File: src/rtl/fat32_volume_probe_pkg.sv
// ============================================================================
// Module   : fat32_probe_pkg
// Purpose  : Shared types and constants for the FAT32 volume probe.
// Revision : 1.0 - initial release
// ============================================================================
`default_nettype none

package fat32_probe_pkg;

    typedef enum logic [2:0] {
        ST_IDLE    = 3'd0,
        ST_RD_MBR  = 3'd1,
        ST_CHK_MBR = 3'd2,
        ST_RD_BPB  = 3'd3,
        ST_CHK_BPB = 3'd4,
        ST_CALC    = 3'd5,
        ST_FIN     = 3'd6,
        ST_FAIL    = 3'd7
    } probe_state_e;

    localparam logic [2:0] ERR_NONE     = 3'd0;
    localparam logic [2:0] ERR_MBR_SIG  = 3'd1;
    localparam logic [2:0] ERR_PTYPE    = 3'd2;
    localparam logic [2:0] ERR_BPB_SIG  = 3'd3;
    localparam logic [2:0] ERR_BPS      = 3'd4;
    localparam logic [2:0] ERR_SPC      = 3'd5;
    localparam logic [2:0] ERR_FATS     = 3'd6;
    localparam logic [2:0] ERR_OVERFLOW = 3'd7;

    localparam int OFS_JMP      = 'h000;
    localparam int OFS_SIG0     = 'h1FE;
    localparam int OFS_PTYPE    = 'h1C2;
    localparam int OFS_PLBA     = 'h1C6;
    localparam int OFS_BPS      = 'h00B;
    localparam int OFS_SPC      = 'h00D;
    localparam int OFS_RSVD     = 'h00E;
    localparam int OFS_NFATS    = 'h010;
    localparam int OFS_FATSZ    = 'h024;
    localparam int OFS_ROOTCLUS = 'h02C;

    localparam logic [7:0]  PTYPE_FAT32_CHS = 8'h0B;
    localparam logic [7:0]  PTYPE_FAT32_LBA = 8'h0C;
    localparam logic [7:0]  JMP_SHORT       = 8'hEB;
    localparam logic [7:0]  JMP_NEAR        = 8'hE9;
    localparam logic [15:0] BOOT_SIG        = 16'hAA55;
    localparam logic [15:0] SECTOR_BYTES    = 16'd512;

    function automatic logic is_pow2(input logic [7:0] v);
        return (v != 8'd0) && ((v & (v - 8'd1)) == 8'd0);
    endfunction

endpackage

`default_nettype wire

File: src/rtl/fat32_volume_probe_if.sv
// ============================================================================
// Module   : fat32_volume_probe_if
// Purpose  : Sector-reader bus between the probe (master) and SPI reader.
// Revision : 1.0 - initial release
// ============================================================================
`default_nettype none

interface fat32_volume_probe_if;
    logic        rd_start;
    logic [31:0] rd_sector_no;
    logic        rd_done;
    logic        rvalid;
    logic [8:0]  raddr;
    logic [7:0]  rdata;

    modport master (output rd_start, rd_sector_no, input rd_done, rvalid, raddr, rdata);
    modport slave  (input rd_start, rd_sector_no, output rd_done, rvalid, raddr, rdata);
endinterface

`default_nettype wire

File: src/rtl/fat32_volume_probe_capture.sv
// ============================================================================
// Module   : le32_field_capture
// Purpose  : Little-endian field grabber; each byte lane keyed by raddr.
// Revision : 1.0 - initial release
// ============================================================================
`default_nettype none

module le32_field_capture
    import fat32_probe_pkg::*;
#(
    parameter int OFFSET = 0,
    parameter int NBYTES = 4
) (
    input  logic                  clk,
    input  logic                  rst_n,
    input  logic                  clr_i,
    input  logic                  en_i,
    input  logic [8:0]            addr_i,
    input  logic [7:0]            data_i,
    output logic [8*NBYTES-1:0]   value_o
);

    logic [7:0] lane_q [NBYTES];

    always_ff @(posedge clk or negedge rst_n) begin
        if (!rst_n) begin
            for (int i = 0; i < NBYTES; i++) lane_q[i] <= 8'd0;
        end else if (clr_i) begin
            for (int i = 0; i < NBYTES; i++) lane_q[i] <= 8'd0;
        end else if (en_i) begin
            for (int i = 0; i < NBYTES; i++) begin
                if (addr_i == 9'(OFFSET + i)) lane_q[i] <= data_i;
            end
        end
    end

    generate
        for (genvar g = 0; g < NBYTES; g++) begin : g_out
            assign value_o[8*g +: 8] = lane_q[g];
        end
    endgenerate

endmodule

`default_nettype wire

File: src/rtl/fat32_volume_probe.sv
// ============================================================================
// Module   : fat32_volume_probe
// Purpose  : Reads MBR then FAT32 BPB, validates both, derives volume geometry.
//            Option FAT32_PROBE_SUPERFLOPPY_EN accepts a BPB directly in sector 0.
// Revision : 1.0 - initial release
// ============================================================================
`default_nettype none

module fat32_volume_probe
    import fat32_probe_pkg::*;
#(
    parameter int MAX_RETRY = 0
) (
    input  logic                        clk,
    input  logic                        rst_n,
    input  logic                        probe_start_i,
    fat32_volume_probe_if.master        rd,
    output logic                        busy_o,
    output logic                        done_o,
    output logic                        error_o,
    output logic [2:0]                  err_code_o,
    output logic [31:0]                 part_lba_o,
    output logic [31:0]                 fat_lba_o,
    output logic [31:0]                 data_lba_o,
    output logic [31:0]                 root_clus_o,
    output logic [7:0]                  sec_per_clus_o
);

    probe_state_e state_q, state_d;
    logic [31:0]  part_q, part_d, fat_q, data_q;
    logic [7:0]   cnt_q, retry_q;
    logic [2:0]   err_q, err_d;
    logic         busy_q, done_q, error_q;
    logic         accept, clr_cap, load_fat, do_add, fin, fail_final, retry, set_err;

    logic [15:0]  w_sig, w_bps, w_rsvd;
    logic [7:0]   w_ptype, w_spc, w_nfats;
    logic [31:0]  w_plba, w_fatsz, w_root;
    logic [32:0]  w_fat_sum, w_add_sum;
    logic         w_cap_en;

    assign rd.rd_start     = (state_q == ST_RD_MBR) || (state_q == ST_RD_BPB);
    assign rd.rd_sector_no = (state_q == ST_RD_BPB) ? part_q : 32'd0;
    assign w_cap_en        = rd.rvalid && rd.rd_start;

    le32_field_capture #(.OFFSET(OFS_SIG0),     .NBYTES(2)) u_sig   (.clk(clk), .rst_n(rst_n), .clr_i(clr_cap), .en_i(w_cap_en), .addr_i(rd.raddr), .data_i(rd.rdata), .value_o(w_sig));
    le32_field_capture #(.OFFSET(OFS_PTYPE),    .NBYTES(1)) u_ptype (.clk(clk), .rst_n(rst_n), .clr_i(clr_cap), .en_i(w_cap_en), .addr_i(rd.raddr), .data_i(rd.rdata), .value_o(w_ptype));
    le32_field_capture #(.OFFSET(OFS_PLBA),     .NBYTES(4)) u_plba  (.clk(clk), .rst_n(rst_n), .clr_i(clr_cap), .en_i(w_cap_en), .addr_i(rd.raddr), .data_i(rd.rdata), .value_o(w_plba));
    le32_field_capture #(.OFFSET(OFS_BPS),      .NBYTES(2)) u_bps   (.clk(clk), .rst_n(rst_n), .clr_i(clr_cap), .en_i(w_cap_en), .addr_i(rd.raddr), .data_i(rd.rdata), .value_o(w_bps));
    le32_field_capture #(.OFFSET(OFS_SPC),      .NBYTES(1)) u_spc   (.clk(clk), .rst_n(rst_n), .clr_i(clr_cap), .en_i(w_cap_en), .addr_i(rd.raddr), .data_i(rd.rdata), .value_o(w_spc));
    le32_field_capture #(.OFFSET(OFS_RSVD),     .NBYTES(2)) u_rsvd  (.clk(clk), .rst_n(rst_n), .clr_i(clr_cap), .en_i(w_cap_en), .addr_i(rd.raddr), .data_i(rd.rdata), .value_o(w_rsvd));
    le32_field_capture #(.OFFSET(OFS_NFATS),    .NBYTES(1)) u_nfats (.clk(clk), .rst_n(rst_n), .clr_i(clr_cap), .en_i(w_cap_en), .addr_i(rd.raddr), .data_i(rd.rdata), .value_o(w_nfats));
    le32_field_capture #(.OFFSET(OFS_FATSZ),    .NBYTES(4)) u_fatsz (.clk(clk), .rst_n(rst_n), .clr_i(clr_cap), .en_i(w_cap_en), .addr_i(rd.raddr), .data_i(rd.rdata), .value_o(w_fatsz));
    le32_field_capture #(.OFFSET(OFS_ROOTCLUS), .NBYTES(4)) u_root  (.clk(clk), .rst_n(rst_n), .clr_i(clr_cap), .en_i(w_cap_en), .addr_i(rd.raddr), .data_i(rd.rdata), .value_o(w_root));
`ifdef FAT32_PROBE_SUPERFLOPPY_EN
    logic [7:0] w_b0;
    le32_field_capture #(.OFFSET(OFS_JMP),      .NBYTES(1)) u_b0    (.clk(clk), .rst_n(rst_n), .clr_i(clr_cap), .en_i(w_cap_en), .addr_i(rd.raddr), .data_i(rd.rdata), .value_o(w_b0));
`endif

    // Bit 32 of each sum is the carry that flags a geometry overflow.
    assign w_fat_sum = {1'b0, part_q} + {17'd0, w_rsvd};
    assign w_add_sum = {1'b0, data_q} + {1'b0, w_fatsz};

    always_ff @(posedge clk or negedge rst_n) begin
        if (!rst_n) state_q <= ST_IDLE;
        else        state_q <= state_d;
    end

    always_comb begin
        state_d    = state_q;
        part_d     = part_q;
        err_d      = ERR_NONE;
        accept     = 1'b0;
        clr_cap    = 1'b0;
        load_fat   = 1'b0;
        do_add     = 1'b0;
        fin        = 1'b0;
        fail_final = 1'b0;
        retry      = 1'b0;
        set_err    = 1'b0;
        case (state_q)
            ST_IDLE: if (probe_start_i) begin
                accept  = 1'b1;
                clr_cap = 1'b1;
                part_d  = 32'd0;
                state_d = ST_RD_MBR;
            end
            ST_RD_MBR: if (rd.rd_done) state_d = ST_CHK_MBR;
            ST_CHK_MBR: begin
                if (w_sig != BOOT_SIG) begin
                    set_err = 1'b1; err_d = ERR_MBR_SIG; state_d = ST_FAIL;
                end else if (w_ptype == PTYPE_FAT32_CHS || w_ptype == PTYPE_FAT32_LBA) begin
                    part_d  = w_plba;
                    state_d = ST_RD_BPB;
                end
`ifdef FAT32_PROBE_SUPERFLOPPY_EN
                else if ((w_b0 == JMP_SHORT || w_b0 == JMP_NEAR) && w_bps == SECTOR_BYTES) begin
                    part_d  = 32'd0;
                    state_d = ST_CHK_BPB;
                end
`endif
                else begin
                    set_err = 1'b1; err_d = ERR_PTYPE; state_d = ST_FAIL;
                end
            end
            ST_RD_BPB: if (rd.rd_done) state_d = ST_CHK_BPB;
            ST_CHK_BPB: begin
                state_d = ST_FAIL;
                set_err = 1'b1;
                if (w_sig != BOOT_SIG)                        err_d = ERR_BPB_SIG;
                else if (w_bps != SECTOR_BYTES)               err_d = ERR_BPS;
                else if (!is_pow2(w_spc))                     err_d = ERR_SPC;
                else if (w_nfats == 8'd0 || w_fatsz == 32'd0) err_d = ERR_FATS;
                else if (w_fat_sum[32])                       err_d = ERR_OVERFLOW;
                else begin
                    set_err  = 1'b0;
                    load_fat = 1'b1;
                    state_d  = ST_CALC;
                end
            end
            ST_CALC: begin
                if (w_add_sum[32]) begin
                    set_err = 1'b1; err_d = ERR_OVERFLOW; state_d = ST_FAIL;
                end else begin
                    do_add = 1'b1;
                    if (cnt_q == 8'd1) state_d = ST_FIN;
                end
            end
            ST_FIN: begin
                fin     = 1'b1;
                state_d = ST_IDLE;
            end
            ST_FAIL: begin
                if (int'(retry_q) < MAX_RETRY) begin
                    retry   = 1'b1;
                    clr_cap = 1'b1;
                    state_d = ST_RD_MBR;
                end else begin
                    fail_final = 1'b1;
                    state_d    = ST_IDLE;
                end
            end
            default: state_d = ST_IDLE;
        endcase
    end

    always_ff @(posedge clk or negedge rst_n) begin
        if (!rst_n) begin
            part_q  <= 32'd0;
            fat_q   <= 32'd0;
            data_q  <= 32'd0;
            cnt_q   <= 8'd0;
            retry_q <= 8'd0;
            err_q   <= ERR_NONE;
            busy_q  <= 1'b0;
            done_q  <= 1'b0;
            error_q <= 1'b0;
        end else begin
            part_q <= part_d;
            if (accept) begin
                busy_q  <= 1'b1;
                done_q  <= 1'b0;
                error_q <= 1'b0;
                err_q   <= ERR_NONE;
                retry_q <= 8'd0;
                fat_q   <= 32'd0;
                data_q  <= 32'd0;
            end
            if (retry)   retry_q <= retry_q + 8'd1;
            if (set_err) err_q   <= err_d;
            if (load_fat) begin
                fat_q  <= w_fat_sum[31:0];
                data_q <= w_fat_sum[31:0];
                cnt_q  <= w_nfats;
            end
            if (do_add) begin
                data_q <= w_add_sum[31:0];
                cnt_q  <= cnt_q - 8'd1;
            end
            if (fin) begin
                done_q <= 1'b1;
                busy_q <= 1'b0;
            end
            if (fail_final) begin
                error_q <= 1'b1;
                busy_q  <= 1'b0;
            end
        end
    end

    // Results are only presented once the probe has completed successfully.
    assign busy_o         = busy_q;
    assign done_o         = done_q;
    assign error_o        = error_q;
    assign err_code_o     = error_q ? err_q : ERR_NONE;
    assign part_lba_o     = done_q ? part_q : 32'd0;
    assign fat_lba_o      = done_q ? fat_q  : 32'd0;
    assign data_lba_o     = done_q ? data_q : 32'd0;
    assign root_clus_o    = done_q ? w_root : 32'd0;
    assign sec_per_clus_o = done_q ? w_spc  : 8'd0;

endmodule

`default_nettype wire

File: src/flat_wrapper.sv
// flat-port wrapper written by rule: the top's interface ports become plain ports
module fat32_volume_probe_flat import fat32_probe_pkg::*;
#(
    parameter int MAX_RETRY = 0
)
  (clk, rst_n, probe_start_i, busy_o, done_o, error_o, err_code_o, part_lba_o, fat_lba_o, data_lba_o, root_clus_o, sec_per_clus_o, rd_rd_start, rd_rd_sector_no, rd_rd_done, rd_rvalid, rd_raddr, rd_rdata);
  fat32_volume_probe_if rd_i ();
  input  logic clk;
  input  logic rst_n;
  input  logic probe_start_i;
  output logic busy_o;
  output logic done_o;
  output logic error_o;
  output logic [2:0] err_code_o;
  output logic [31:0] part_lba_o;
  output logic [31:0] fat_lba_o;
  output logic [31:0] data_lba_o;
  output logic [31:0] root_clus_o;
  output logic [7:0] sec_per_clus_o;
  output wire logic [$bits(rd_i.rd_start)-1:0] rd_rd_start;
  output wire logic [$bits(rd_i.rd_sector_no)-1:0] rd_rd_sector_no;
  input wire logic [$bits(rd_i.rd_done)-1:0] rd_rd_done;
  input wire logic [$bits(rd_i.rvalid)-1:0] rd_rvalid;
  input wire logic [$bits(rd_i.raddr)-1:0] rd_raddr;
  input wire logic [$bits(rd_i.rdata)-1:0] rd_rdata;
  assign rd_rd_start = rd_i.rd_start;
  assign rd_rd_sector_no = rd_i.rd_sector_no;
  assign rd_i.rd_done = rd_rd_done;
  assign rd_i.rvalid = rd_rvalid;
  assign rd_i.raddr = rd_raddr;
  assign rd_i.rdata = rd_rdata;
  fat32_volume_probe #(.MAX_RETRY(MAX_RETRY)) u_core (.clk(clk), .rst_n(rst_n), .probe_start_i(probe_start_i), .rd(rd_i), .busy_o(busy_o), .done_o(done_o), .error_o(error_o), .err_code_o(err_code_o), .part_lba_o(part_lba_o), .fat_lba_o(fat_lba_o), .data_lba_o(data_lba_o), .root_clus_o(root_clus_o), .sec_per_clus_o(sec_per_clus_o));
endmodule
File: config.mk
export PLATFORM = sky130hd
export DESIGN_NAME = fat32_volume_probe_flat
export DESIGN_NICKNAME = d
export VERILOG_FILES = /design/src/rtl/fat32_volume_probe_pkg.sv /design/src/rtl/fat32_volume_probe_if.sv /design/src/rtl/fat32_volume_probe_capture.sv /design/src/rtl/fat32_volume_probe.sv /design/src/flat_wrapper.sv
export SDC_FILE = /design/constraint.sdc
export NUM_CORES = 1
export LEC_CHECK = 0
export ABC_AREA = 1
export CORE_ASPECT_RATIO = 1.25
export CORE_MARGIN = 2
export CORE_UTILIZATION = 27
export DETAILED_ROUTE_END_ITERATION = 6
export GPL_TIMING_DRIVEN = 0
export PLACE_DENSITY = 0.56
export REMOVE_ABC_BUFFERS = 1
export SKIP_CTS_REPAIR_TIMING = 1
export SLEW_MARGIN = 40
export SYNTH_ARGS = -nofsm -noshare
export SYNTH_HDL_FRONTEND = slang
export SYNTH_SLANG_ARGS = --single-unit
File: constraint.sdc
create_clock -name clk -period 3 [get_ports clk]
set_input_delay 0.6 -clock clk [delete_from_list [all_inputs] [get_ports clk]]
set_output_delay 0.6 -clock clk [all_outputs]
set_load 0.02 [all_outputs]
==> reports/metrics.yaml, run 1 <==
power:
  power_frac_comb_pct: 2.9
  p_per_area_nw_per_um2: 372
  p_seq_share_pct: 48.4
  pwr-share-clk_pct: 48.6
  p_switching_mw: 1.77
  p_int_mw: 6.05
  p_leak_nw: 11.3
  swShare_pct: 22.7
  ir_worst_vdd_mv: 0.397
timing:
  max_freq_ghz: 0.344
  slew_headroom_pct: 46.3
  fin_ws_ps: 96.7
  drv_slew: 0
  fin_crit_ps: 2900
  finalSetupViolations: 0
  holdWs_ps: 484
  final.period_utilization_pct: 96.8
  worst_pin_slew_ps: 803
  hold_viol_final: 0
  fin_setup_tns_ps: 0
  grt_setup_unrepaired: "no"
  finClkSkew_ps: 17.0
min_path:
  hold_class: "reg -> reg"
  holdPathEnd: "u_core.u_plba.value_o[27]"
  hold_path_depth: 2
  min-delay-start: "u_core.u_plba.value_o[27]"
clock_network:
  tritoncts: "yes"
  h-tree-depth: 1
  cts.clk_slew.worst_paths_ps: 60
  cts-root-buf: "clkbuf_16"
  clockBufferDepth: 3
  insertion_delay_ps: 590
  clock-sinks: 281
  cts_buffers: 31
routing:
  num_vias: 15300
  vias_per_cell: 4.63
  wl_um: 58300
  first_pass_iters: 5
  wl_per_cell_um: 17.6
  drcViolationCount: 0
  initialDrtViolationCount: 966
  ant_nets: 0
setup_path:
  end_kind: "output pin"
  cp.arrival_ps: 2300
  max_stage_delay_ps: 640
  ff2ff_setup_slack_ps: 110
  critical_path_buf_inv_count: 2
  crit_family: "buffers and inverters"
  critPathLaunchType: "flip-flop"
  required_ps: 2400
  rr_endpoint: "u_core.data_q[26]"
  cp_max_fo: 32
  reg2reg_depth: 15
  crit_type: "reg -> out"
  crit_chain: "nor2_2 > inv_4 > nor2_1 > clkdlybuf4s50_1"
  regToRegStartpoint: "u_core.part_q[0]"
  critPathSlowestCell: "clkdlybuf4s50_1"
flow_run:
  drv_cap: 0
floorplanning:
  core-area_um2: 61800
  fp.dieH_um: 283
  dieArea_um2: 64300
  start_util_pct: 27.2
  io_pins: 197
  die_w_um: 227
  rows: 102
global_routing:
  grt_pass1_wl_um: 87300
  grt_max_degree: 80
  grt_pass1_vias: 14800
  overflow: 0
  antenna_found_initial: 0
  grt.total_usage_pct: 17.5
logic_synthesis:
  mappedNetlistArea_um2: 16800
  synth_edf_count: 0
  ys_seq_elements: 281
  syn_avg_cell_area_um2: 7.35
  synth_cell_types: 53
  syn_inst: 2287
  synth_warnings: 0
  synth-async-reset-ratio_pct: 100
  ys_seq_area_share_pct: 41.8
  synth_flop_cell: "dfrtp_1"
cells_and_area:
  nFillCells: 6724
  seqCellArea_um2: 7040
  nets: 2532
  layout_common_cells: "nand2_1, inv_1, dfrtp_1"
  final_common_cell: "nand2_1"
  finish.utilization_pct: 34.1
  drive_gt1_share_pct: 8.23
  multi_input_area_um2: 8330
  area_growth_syn_to_layout_pct: 25.2
  diodes: 0
place:
  gp_congestion: 0.872
  dpl_worst_slack_ps: -473
  dp_hpwl_um: 41700
  portBuffers: 196
status:
  outcome: "finished clean"
## Yosys cell counts, drive strengths merged, types with 16 or more instances
cell      n  area share, %
a21oi    62            2.1
buf      52            1.9
clkbuf   41           0.98
dfrtp   281             42
ha       50            3.7
inv     303            6.8
nand2   705             17
nand3   173            5.5
nand4    47            1.8
nor2    194            4.9
nor3     31            1.0
o21ai   241            7.2
xnor2    16           0.83
xor2     28            1.5
## final cells by class
cell class                 count  share of cell area (%)
inverter                     305                    5.53
clock buffer                  45                    4.22
timing repair buffer         227                    11.7
tap                          832                    4.95
clock inverter                10                   0.529
multi-input combinational   1612                    39.6
sequential                   281                    33.5
## registers in the layout (all words and copies together) (netlist names), 8 cells and up
| signal | count |
|---|---|
| u_core.cnt_q | 8 |
| u_core.data_q | 32 |
| u_core.fat_q | 32 |
| u_core.part_q | 32 |
| u_core.u_bps.value_o | 16 |
| u_core.u_fatsz.value_o | 32 |
| u_core.u_nfats.value_o | 8 |
| u_core.u_plba.value_o | 32 |
| u_core.u_ptype.value_o | 8 |
| u_core.u_root.value_o | 32 |
| u_core.u_rsvd.value_o | 16 |
| u_core.u_sig.value_o | 16 |
| u_core.u_spc.value_o | 8 |
## worst reg2reg max path, stage by stage (launching register included)
cell and delay [ps]:
dfrtp_1 410, ha_1 240, inv_1 90, fa_1 220, inv_1 120, nand2_1 70, nand2_1 50, nand3_1 70
nand2_1 110, nand2_2 100, nand2_4 90, nand2_4 140, nand3_1 90, nor3_1 430, nand3_1 410, nand3_1 180
## metal layers
metal  GRT usage, %  vias up  wire (µm)
met5              0        -          0
met3           1.94       76       2260
met2           30.4      305      29000
met1           22.7     7294      25600
met4           5.02        0       1540
li1               -     7668          -
## worst max path at each step
stage / from / endpoint / slack [ps] / cells past startpoint
floorplan: u_core.done_o / part_lba_o[0] / -320 / 2
global placement: rst_n / u_core.u_root.value_o[27] / -11510 / 1
detailed placement: u_core.u_fatsz.value_o[0] / u_core.data_q[6] / -470 / 14
CTS: u_core.u_fatsz.value_o[0] / u_core.data_q[6] / -510 / 14
global route: u_core.state_q[1] / u_core.u_plba.value_o[14] / 5 / 7
finish: u_core.state_q[2] / rd_rd_sector_no[4] / 100 / 4
## stage by stage
step | cell area, µm² | power, mW | instances
2_1_floorplan | 16300 | 3.89 | 2194
3_3_place_gp | 19300 | 4.07 | 3222
3_5_place_dp | 19700 | 4.09 | 3235
4_1_cts | 20700 | 7.94 | 3290
5_1_grt | 21000 | 8.09 | 3312
6_report | 21000 | 7.82 | 3312
## power by group through the flow
stage	logic, mW	registers (mW)	clock network, mW
3_3_place_gp	0.206	3.86	0
3_5_place_dp	0.234	3.86	0
2_1_floorplan	0.0328	3.86	0
4_1_cts	0.234	3.79	3.91
6_report	0.227	3.79	3.81
5_1_grt	0.250	3.79	4.05
## cell families (layout without fill, tap and decap cells)
group / after synthesis / count (layout) / share of synthesized area, %
compound gates: 336 / 336 / 11.1
xor+xnor: 44 / 44 / 2.29
fa+ha+maj: 52 / 52 / 3.96
buf+inv: 398 / 587 / 9.77
flops: 281 / 281 / 41.8
simple gates: 1176 / 1180 / 31.0
No activity file was read; power rests on OpenSTA's default activity.
==> run 2: changes to the inputs <==
TNS_END_PERCENT = 100   (was not set)
==> results of run 2 <==
Final layout, timing and power as in run 1 (identical DEF).
